==> src/rtl/bootram_bus_bridge_pkg.sv <==
// Shared definitions for the PicoRV32-to-boot-RAM byte-serialising bridge.
package bootram_bridge_pkg;

  typedef enum logic [2:0] {
    ST_IDLE,
    ST_RD,
    ST_RDLAST,
    ST_WR,
    ST_DONE
  } bridge_state_t;

  localparam int unsigned LANES      = 4;
  localparam int unsigned RD_LATENCY = 6;
  localparam int unsigned WR_LATENCY = 5;

endpackage

==> src/rtl/bootram_bus_bridge.sv <==
// Serialises 32-bit PicoRV32 accesses into four byte accesses on a
// 2^ADDR_W x 8 single-port boot RAM with one-cycle read latency.
module bootram_bus_bridge
  import bootram_bridge_pkg::*;
#(
  parameter int unsigned ADDR_W   = 11,
  parameter int unsigned WRITE_EN = 1
) (
  input  logic              clk,
  input  logic              reset,
  input  logic              mem_valid,
  output logic              mem_ready,
  input  logic [31:0]       mem_addr,
  input  logic [31:0]       mem_wdata,
  input  logic [3:0]        mem_wstrb,
  output logic [31:0]       mem_rdata,
  output logic              ram_ce,
  output logic              ram_oce,
  output logic              ram_wre,
  output logic              ram_reset,
  output logic [ADDR_W-1:0] ram_ad,
  output logic [7:0]        ram_din,
  input  logic [7:0]        ram_dout
);

  localparam int unsigned WORD_W    = ADDR_W - 2;
  localparam logic [1:0]  LAST_LANE = 2'(LANES - 1);
  localparam bit          WR_ALLOW  = (WRITE_EN != 0);

  bridge_state_t     state_q, state_d;
  logic [1:0]        cnt_q, cnt_d;
  logic [WORD_W-1:0] word_q, word_d;
  logic [31:0]       wdata_q, wdata_d;
  logic [3:0]        wstrb_q, wstrb_d;
  logic [31:0]       rdata_q, rdata_d;
  logic              lane_we;

  // Address bits outside the RAM word range are intentionally ignored.
  logic unused_addr_bits;
  assign unused_addr_bits = ^{mem_addr[31:ADDR_W], mem_addr[1:0]};

  // State, lane counter, latched request and read-assembly register.
  always_ff @(posedge clk) begin
    if (reset) begin
      state_q <= ST_IDLE;
      cnt_q   <= '0;
      word_q  <= '0;
      wdata_q <= '0;
      wstrb_q <= '0;
      rdata_q <= '0;
    end else begin
      state_q <= state_d;
      cnt_q   <= cnt_d;
      word_q  <= word_d;
      wdata_q <= wdata_d;
      wstrb_q <= wstrb_d;
      rdata_q <= rdata_d;
    end
  end

  // Next-state logic, read captures and RAM strobes decoded from state.
  always_comb begin
    state_d   = state_q;
    cnt_d     = cnt_q;
    word_d    = word_q;
    wdata_d   = wdata_q;
    wstrb_d   = wstrb_q;
    rdata_d   = rdata_q;
    mem_ready = 1'b0;
    ram_ce    = 1'b0;
    ram_wre   = 1'b0;
    lane_we   = wstrb_q[cnt_q] & WR_ALLOW;

    unique case (state_q)
      ST_IDLE: begin
        if (mem_valid) begin
          word_d  = mem_addr[ADDR_W-1:2];
          wdata_d = mem_wdata;
          wstrb_d = mem_wstrb;
          cnt_d   = '0;
          state_d = (mem_wstrb == 4'h0) ? ST_RD : ST_WR;
        end
      end
      ST_RD: begin
        ram_ce = 1'b1;
        // Data for lane cnt-1 appears one cycle after its address.
        if (cnt_q != 2'd0) begin
          rdata_d[{cnt_q - 2'd1, 3'b000} +: 8] = ram_dout;
        end
        cnt_d = cnt_q + 2'd1;
        if (cnt_q == LAST_LANE) begin
          state_d = ST_RDLAST;
        end
      end
      ST_RDLAST: begin
        rdata_d[31:24] = ram_dout;
        state_d        = ST_DONE;
      end
      ST_WR: begin
        ram_ce  = lane_we;
        ram_wre = lane_we;
        cnt_d   = cnt_q + 2'd1;
        if (cnt_q == LAST_LANE) begin
          state_d = ST_DONE;
        end
      end
      ST_DONE: begin
        mem_ready = 1'b1;
        state_d   = ST_IDLE;
      end
      default: state_d = ST_IDLE;
    endcase
  end

  assign mem_rdata = rdata_q;
  assign ram_ad    = {word_q, cnt_q};
  assign ram_din   = wdata_q[{cnt_q, 3'b000} +: 8];
  assign ram_oce   = 1'b1;
  assign ram_reset = reset;

endmodule

==> config.mk <==
export PLATFORM = sky130hd
export DESIGN_NAME = bootram_bus_bridge
export DESIGN_NICKNAME = d
export VERILOG_FILES = /design/src/rtl/bootram_bus_bridge_pkg.sv /design/src/rtl/bootram_bus_bridge.sv
export SDC_FILE = /design/constraint.sdc
export NUM_CORES = 1
export LEC_CHECK = 0
export ABC_AREA = 1
export CAP_MARGIN = 10
export CELL_PAD_IN_SITES_DETAIL_PLACEMENT = 0
export CELL_PAD_IN_SITES_GLOBAL_PLACEMENT = 1
export CORE_UTILIZATION = 25
export CTS_CLUSTER_SIZE = 30
export DETAILED_ROUTE_END_ITERATION = 6
export GPL_TIMING_DRIVEN = 0
export PLACE_DENSITY_LB_ADDON = 0.05
export SYNTH_ARGS = -nofsm -noshare
export SYNTH_HDL_FRONTEND = slang
export SYNTH_SLANG_ARGS = --single-unit
==> constraint.sdc <==
create_clock -name clk -period 2.5 [get_ports clk]
set_clock_uncertainty 0.15 [all_clocks]
set_input_delay 0.5 -clock clk [delete_from_list [all_inputs] [get_ports clk]]
set_output_delay 0.5 -clock clk [all_outputs]
set_load 0.02 [all_outputs]
* Yosys cells after proc, flatten, opt, wreduce, memory -nomap -nowiden *
Cells that the tools add are included.

word-level totals
  register bits after elaboration = 82
  output and inout port bits = 56

cells by class
  $add $sub $neg = 3
  $lt $le $gt $ge = 1
  eq/ne operators = 9
  shifts and indexed selects = 3
  multiplexer cells = 15
  reductions and logical operators = 11

operator list
  cell                                                                           count
  32-bit bitwise mux                                                             1
  32-bit two-way mux                                                             1
  8-bit by 7-bit variable shift with 32-bit output (first input constant)        1
  32-bit by 6-bit variable part select with 8-bit output                         1
  8-bit by 7-bit variable part select with 32-bit output                         1
  8-bit one-hot mux with 2 select lines                                          1
  3-bit one-hot mux with 4 select lines                                          1
  3-bit two-way mux                                                              3
  2-bit != test (second input constant)                                          4
  2-bit AND reduction                                                            4
  5-bit negation with 7-bit output                                               1
  3-bit by 2-bit equality test with 1-bit output (second input constant)         2
  2-bit nonzero test                                                             3
  4-bit zero test                                                                1
  2-bit two-way mux                                                              2
  2-bit one-hot mux with 2 select lines                                          1
  3-bit by 1-bit equality test with 1-bit output (second input constant)         1
  3-bit equality test (second input constant)                                    1
  3-bit zero test                                                                1
  2-bit by 3-bit less-than comparator with 1-bit output (second input constant)  1
  1-bit two-way mux                                                              3
  3-bit AND reduction                                                            1
  2-bit by 1-bit adder with 2-bit output (second input constant)                 1
  1-bit binary-select mux with 2-bit select                                      1
  other kinds (4)                                                                4

* Depth between registers and ports, before layout *
  word-level depth = 6
  depth in mapped cells = 10
  depth with buffers taken out = 7

* Worst setup path after synthesis *
Ideal clock, no wire load.

  path kind = register -> register
  start point = register cnt_q[0]
  end point = register rdata_q[16], in the netlist mem_rdata[16]
  setup time = 0.064 ns
  arrival = 1.920 ns
  required time = 2.286 ns
  path slack = 0.366 ns
  stages on the path, launching flop included = 10
  path buffers = 3
  cells stage by stage = dfxtp_1 > inv_2 > buf_2 > buf_2 > ha_1 > or2_2 > clkbuf_1 > nor2_1 > nor2_1 > nor2_1

on the way
  word-level cells in the longest chain between the ends = 4

RTL lines
  item                                                                                                                        line                      RTL
  start: declaration                                                                                                          bootram_bus_bridge.sv:31  logic [1:0] cnt_q, cnt_d;
  start signal: assignment                                                                                                    bootram_bus_bridge.sv:53  cnt_q <= cnt_d;
  2-bit by 1-bit subtractor with 2-bit output                                                                                 bootram_bus_bridge.sv:88  rdata_d[{cnt_q - 2'd1, 3'b000} +: 8] = ram_dout;
  5-bit negation with 7-bit output                                                                                            bootram_bus_bridge.sv:88
  8-bit by 7-bit variable part select with 32-bit output or 8-bit by 7-bit variable shift with 32-bit output (tied branches)  bootram_bus_bridge.sv:88
  32-bit bitwise mux                                                                                                          bootram_bus_bridge.sv:88
  end signal: assignment                                                                                                      bootram_bus_bridge.sv:57  rdata_q <= rdata_d;
  end: declaration                                                                                                            bootram_bus_bridge.sv:35  logic [31:0] rdata_q, rdata_d;

Several ways; a longest one is shown, not always the timed one.
A chain may end at the register's enable or synchronous reset.

* Final worst setup path *
  start point = register cnt_q[0]
  end point = output ram_din[0]

on the way
  word-level cells in the longest chain between the ends = 1

RTL lines
  item                                                    line                       RTL
  32-bit by 6-bit variable part select with 8-bit output  bootram_bus_bridge.sv:117  assign ram_din = wdata_q[{cnt_q, 3'b000} +: 8];
  end: declaration                                        bootram_bus_bridge.sv:22   output logic [7:0] ram_din,

Every way passes these cells.

==> qor.yml <==
critical_path:
  crit_path_top_delay_cell: "dfxtp_2"
  critical_path_buf_inv_count: 3
  r2r_cells: 8
  cp.arrival_ns: 1.73
  path_cells: "inv_2 > buf_6 > o21ai_1 > o22ai_1 > dlygate4sd2_1"
  crit_cells: 5
  end_kind: "primary output"
  cp_slowest_stage_delay_ns: 0.37
  worstPathRequired_ns: 1.85
  setup.worst_path.class: "reg -> out"
  timing.critical_path.from: "cnt_q[0]$_SDFFE_PP0P_"
  reg2reg_from: "cnt_q[0]$_SDFFE_PP0P_"
  cp_top_family: "buffers and inverters"
  critPathMaxFanout: 12
  startpoint_type: "flop"
sta:
  fin_crit_ns: 2.38
  tightest_slew_ns: 0.515
  setup_viol: 0
  setup_ws_ns: 0.120
  drv_slew: 0
  fmax_ghz: 0.420
  timing.slew.headroom_pct: 65.7
  finalHoldViolations: 0
  fin_crit_sh_pct: 95.2
  rsz0062_at_grt: "no"
hold_path:
  holdCritPathClass: "reg -> reg"
  hold_start: "mem_rdata[28]$_SDFFE_PP0P_"
  min_delay_path_depth: 2
floorplanning:
  die_h_microns: 125
  num_rows: 44
  pin_count: 135
  core-area_sq_um: 14600
  initial_core_util_pct: 25.7
  die_area_sq_um: 15500
  die_w_microns: 125
routing:
  ant_nets: 0
  drt_wl_total_microns: 11900
  num_vias: 3679
  avgViaCountPerCell: 4.34
  wl_per_cell_microns: 14.0
  first_iter_violations: 193
  first_pass_iters: 4
  drc: 0
cts:
  cts-buffers-inserted: 9
  cts_max_path_buffers: 2
  cts_hold_buffers: 0
  cts.sinks: 82
  path_clk_slew_ns: 0.06
  cts_tree: "built"
  htreeDepth: 3
  root_buffer: "clkbuf_16"
  clk_latency_ns: 0.34
synth:
  synth_adder_area_share_pct: 1.67
  synth.distinct_cells: 23
  synth-xor-area-share_pct: 0
  syn-mean-instance-area_sq_um: 6.99
  synth_simple_gate_area_share_pct: 31.2
  synth_compound_area_share_pct: 12.1
  synth.net_count: 621
  syn-cell-area_sq_um: 3760
  synth_top_family_by_area: "simple AND/OR/NAND/NOR gates"
  ys_seq_area_share_pct: 43.7
  synthMuxAreaShare_pct: 0
  ys_warn_count: 0
  synthTopCellsByArea: "dfxtp_1 44%, nand2_1 12%, nor2_1 9.6%, a21oi_1 7.5%, nand3_1 7.1%"
  synth_top_area_share_pct: 43.7
  synth_area_leader_cell: "dfxtp_1"
  syn_inst: 537
  yosys_register_bits: 82
grt:
  grtUsageTotal_pct: 16.0
  antenna_found_initial: 0
  grt_pass1_wl_microns: 19400
  grt_max_degree: 13
  grt_pass1_vias: 3661
  grt_overflow: 0
placed_design:
  place_ws_ns: -0.189
  place.gp.congestion: 0.727
  io_buffers: 110
  hpwl_microns: 8900
power_and_ir_drop:
  p_leak_nw: 2.33
  power_density_nw_per_um2: 807
  peakVddDrop_mv: 0.332
final_layout:
  drive_above_1_share_pct: 8.45
  finish.utilization_pct: 36.8
  final_common_cell: "nand2_1"
  antennaDiodeCount: 0
  fillCellCount: 1576
  layout_common_cells: "117 x nand2_1, 99 x clkdlybuf4s50_1, 96 x nor2_1"
  fin_nets: 742
  area_growth_syn_to_layout_pct: 42.9
run_status:
  status: "complete, no violations"
job:
  drv_cap: 0
-- cell usage after synthesis --
library cell / instances
a21oi_1: 56
buf_1: 1
buf_2: 10
buf_4: 4
buf_6: 9
clkbuf_1: 10
clkinv_1: 2
clkinv_2: 1
conb_1: 1
dfxtp_1: 82
ha_1: 5
inv_1: 46
inv_2: 3
nand2_1: 117
nand2_2: 1
nand3_1: 53
nand3_2: 1
nand4_4: 3
nor2_1: 96
nor2_4: 2
o21ai_0: 25
o22ai_1: 8
or2_2: 1
-- logic make-up after synthesis --
logic type	after synthesis
flops	82
buf+inv	86
compound gates	89
other cells	1
fa+ha+maj	5
simple gates	274
-- layer usage --
metal,wire [microns],GRT usage [%],up-vias
met1,6110,22.4,1643
li1,-,-,1945
met3,413,2.92,15
met2,5130,24.0,76
met5,0,0,-
met4,228,6.73,0
-- registers in the layout, summed over array words and instances, names as in the netlist --
| register | count |
|---|---|
| mem_rdata | 32 |
| wdata_q | 32 |
| word_q | 9 |
| wstrb_q | 4 |
| state_q | 3 |
| cnt_q | 2 |
-- worst register-to-register path, stage by stage (launching register included) --
cell and delay, ns:
dfxtp_2 0.42, inv_2 0.14, buf_6 0.19, ha_1 0.34
or2_2 0.31, clkbuf_1 0.18, nor2_1 0.14, nor2_1 0.06
nor2_1 0.11
-- metrics by stage --
stage          hold WS, ns  TNS (ns)  power (mW)  instances  cell area [sq um]
2_1_floorplan        0.290         0        2.55        537               3760
5_1_grt              0.317         0        4.63        847               5370
4_1_cts              0.305         0        4.41        847               5370
3_3_place_gp         0.288     -1.31        3.17        831               5090
3_5_place_dp         0.295     -1.18        3.18        831               5090
6_report             0.298         0        4.33        847               5370
-- power breakdown --
group	switching (mW)	internal (mW)
clock network	0.521	0.696
registers	0.104	1.48
logic	0.922	0.610
total	1.55	2.79
-- final cells by class --
class / instances / area [sq um] / area share (%)
clock inverters: 3 / 15.0 / 0.280
plain buffers: 33 / 233 / 4.33
multi-input cells: 369 / 1700 / 31.6
well taps: 184 / 230 / 4.29
clock buffers: 13 / 250 / 4.66
inverters: 52 / 201 / 3.75
flip-flops and latches: 82 / 1640 / 30.6
repair buffers: 111 / 1100 / 20.5
-- what timing repair did --
| item | 4_1_cts | 5_1_grt |
|---|---|---|
| pin swaps | 1 | 0 |
| setup endpoints to repair | 11 | 6 |
| resized for setup | 26 | 1 |
| setup buffers | 1 | 0 |
-- worst paths after layout --
path                                end  slack, ns
max                          ram_din[0]       0.12
min          mem_rdata[28]$_SDFFE_PP0P_       0.30
max reg2reg  mem_rdata[20]$_SDFFE_PP0P_       0.38
min reg2reg  mem_rdata[28]$_SDFFE_PP0P_       0.30
(Power assumes the default switching activity.)
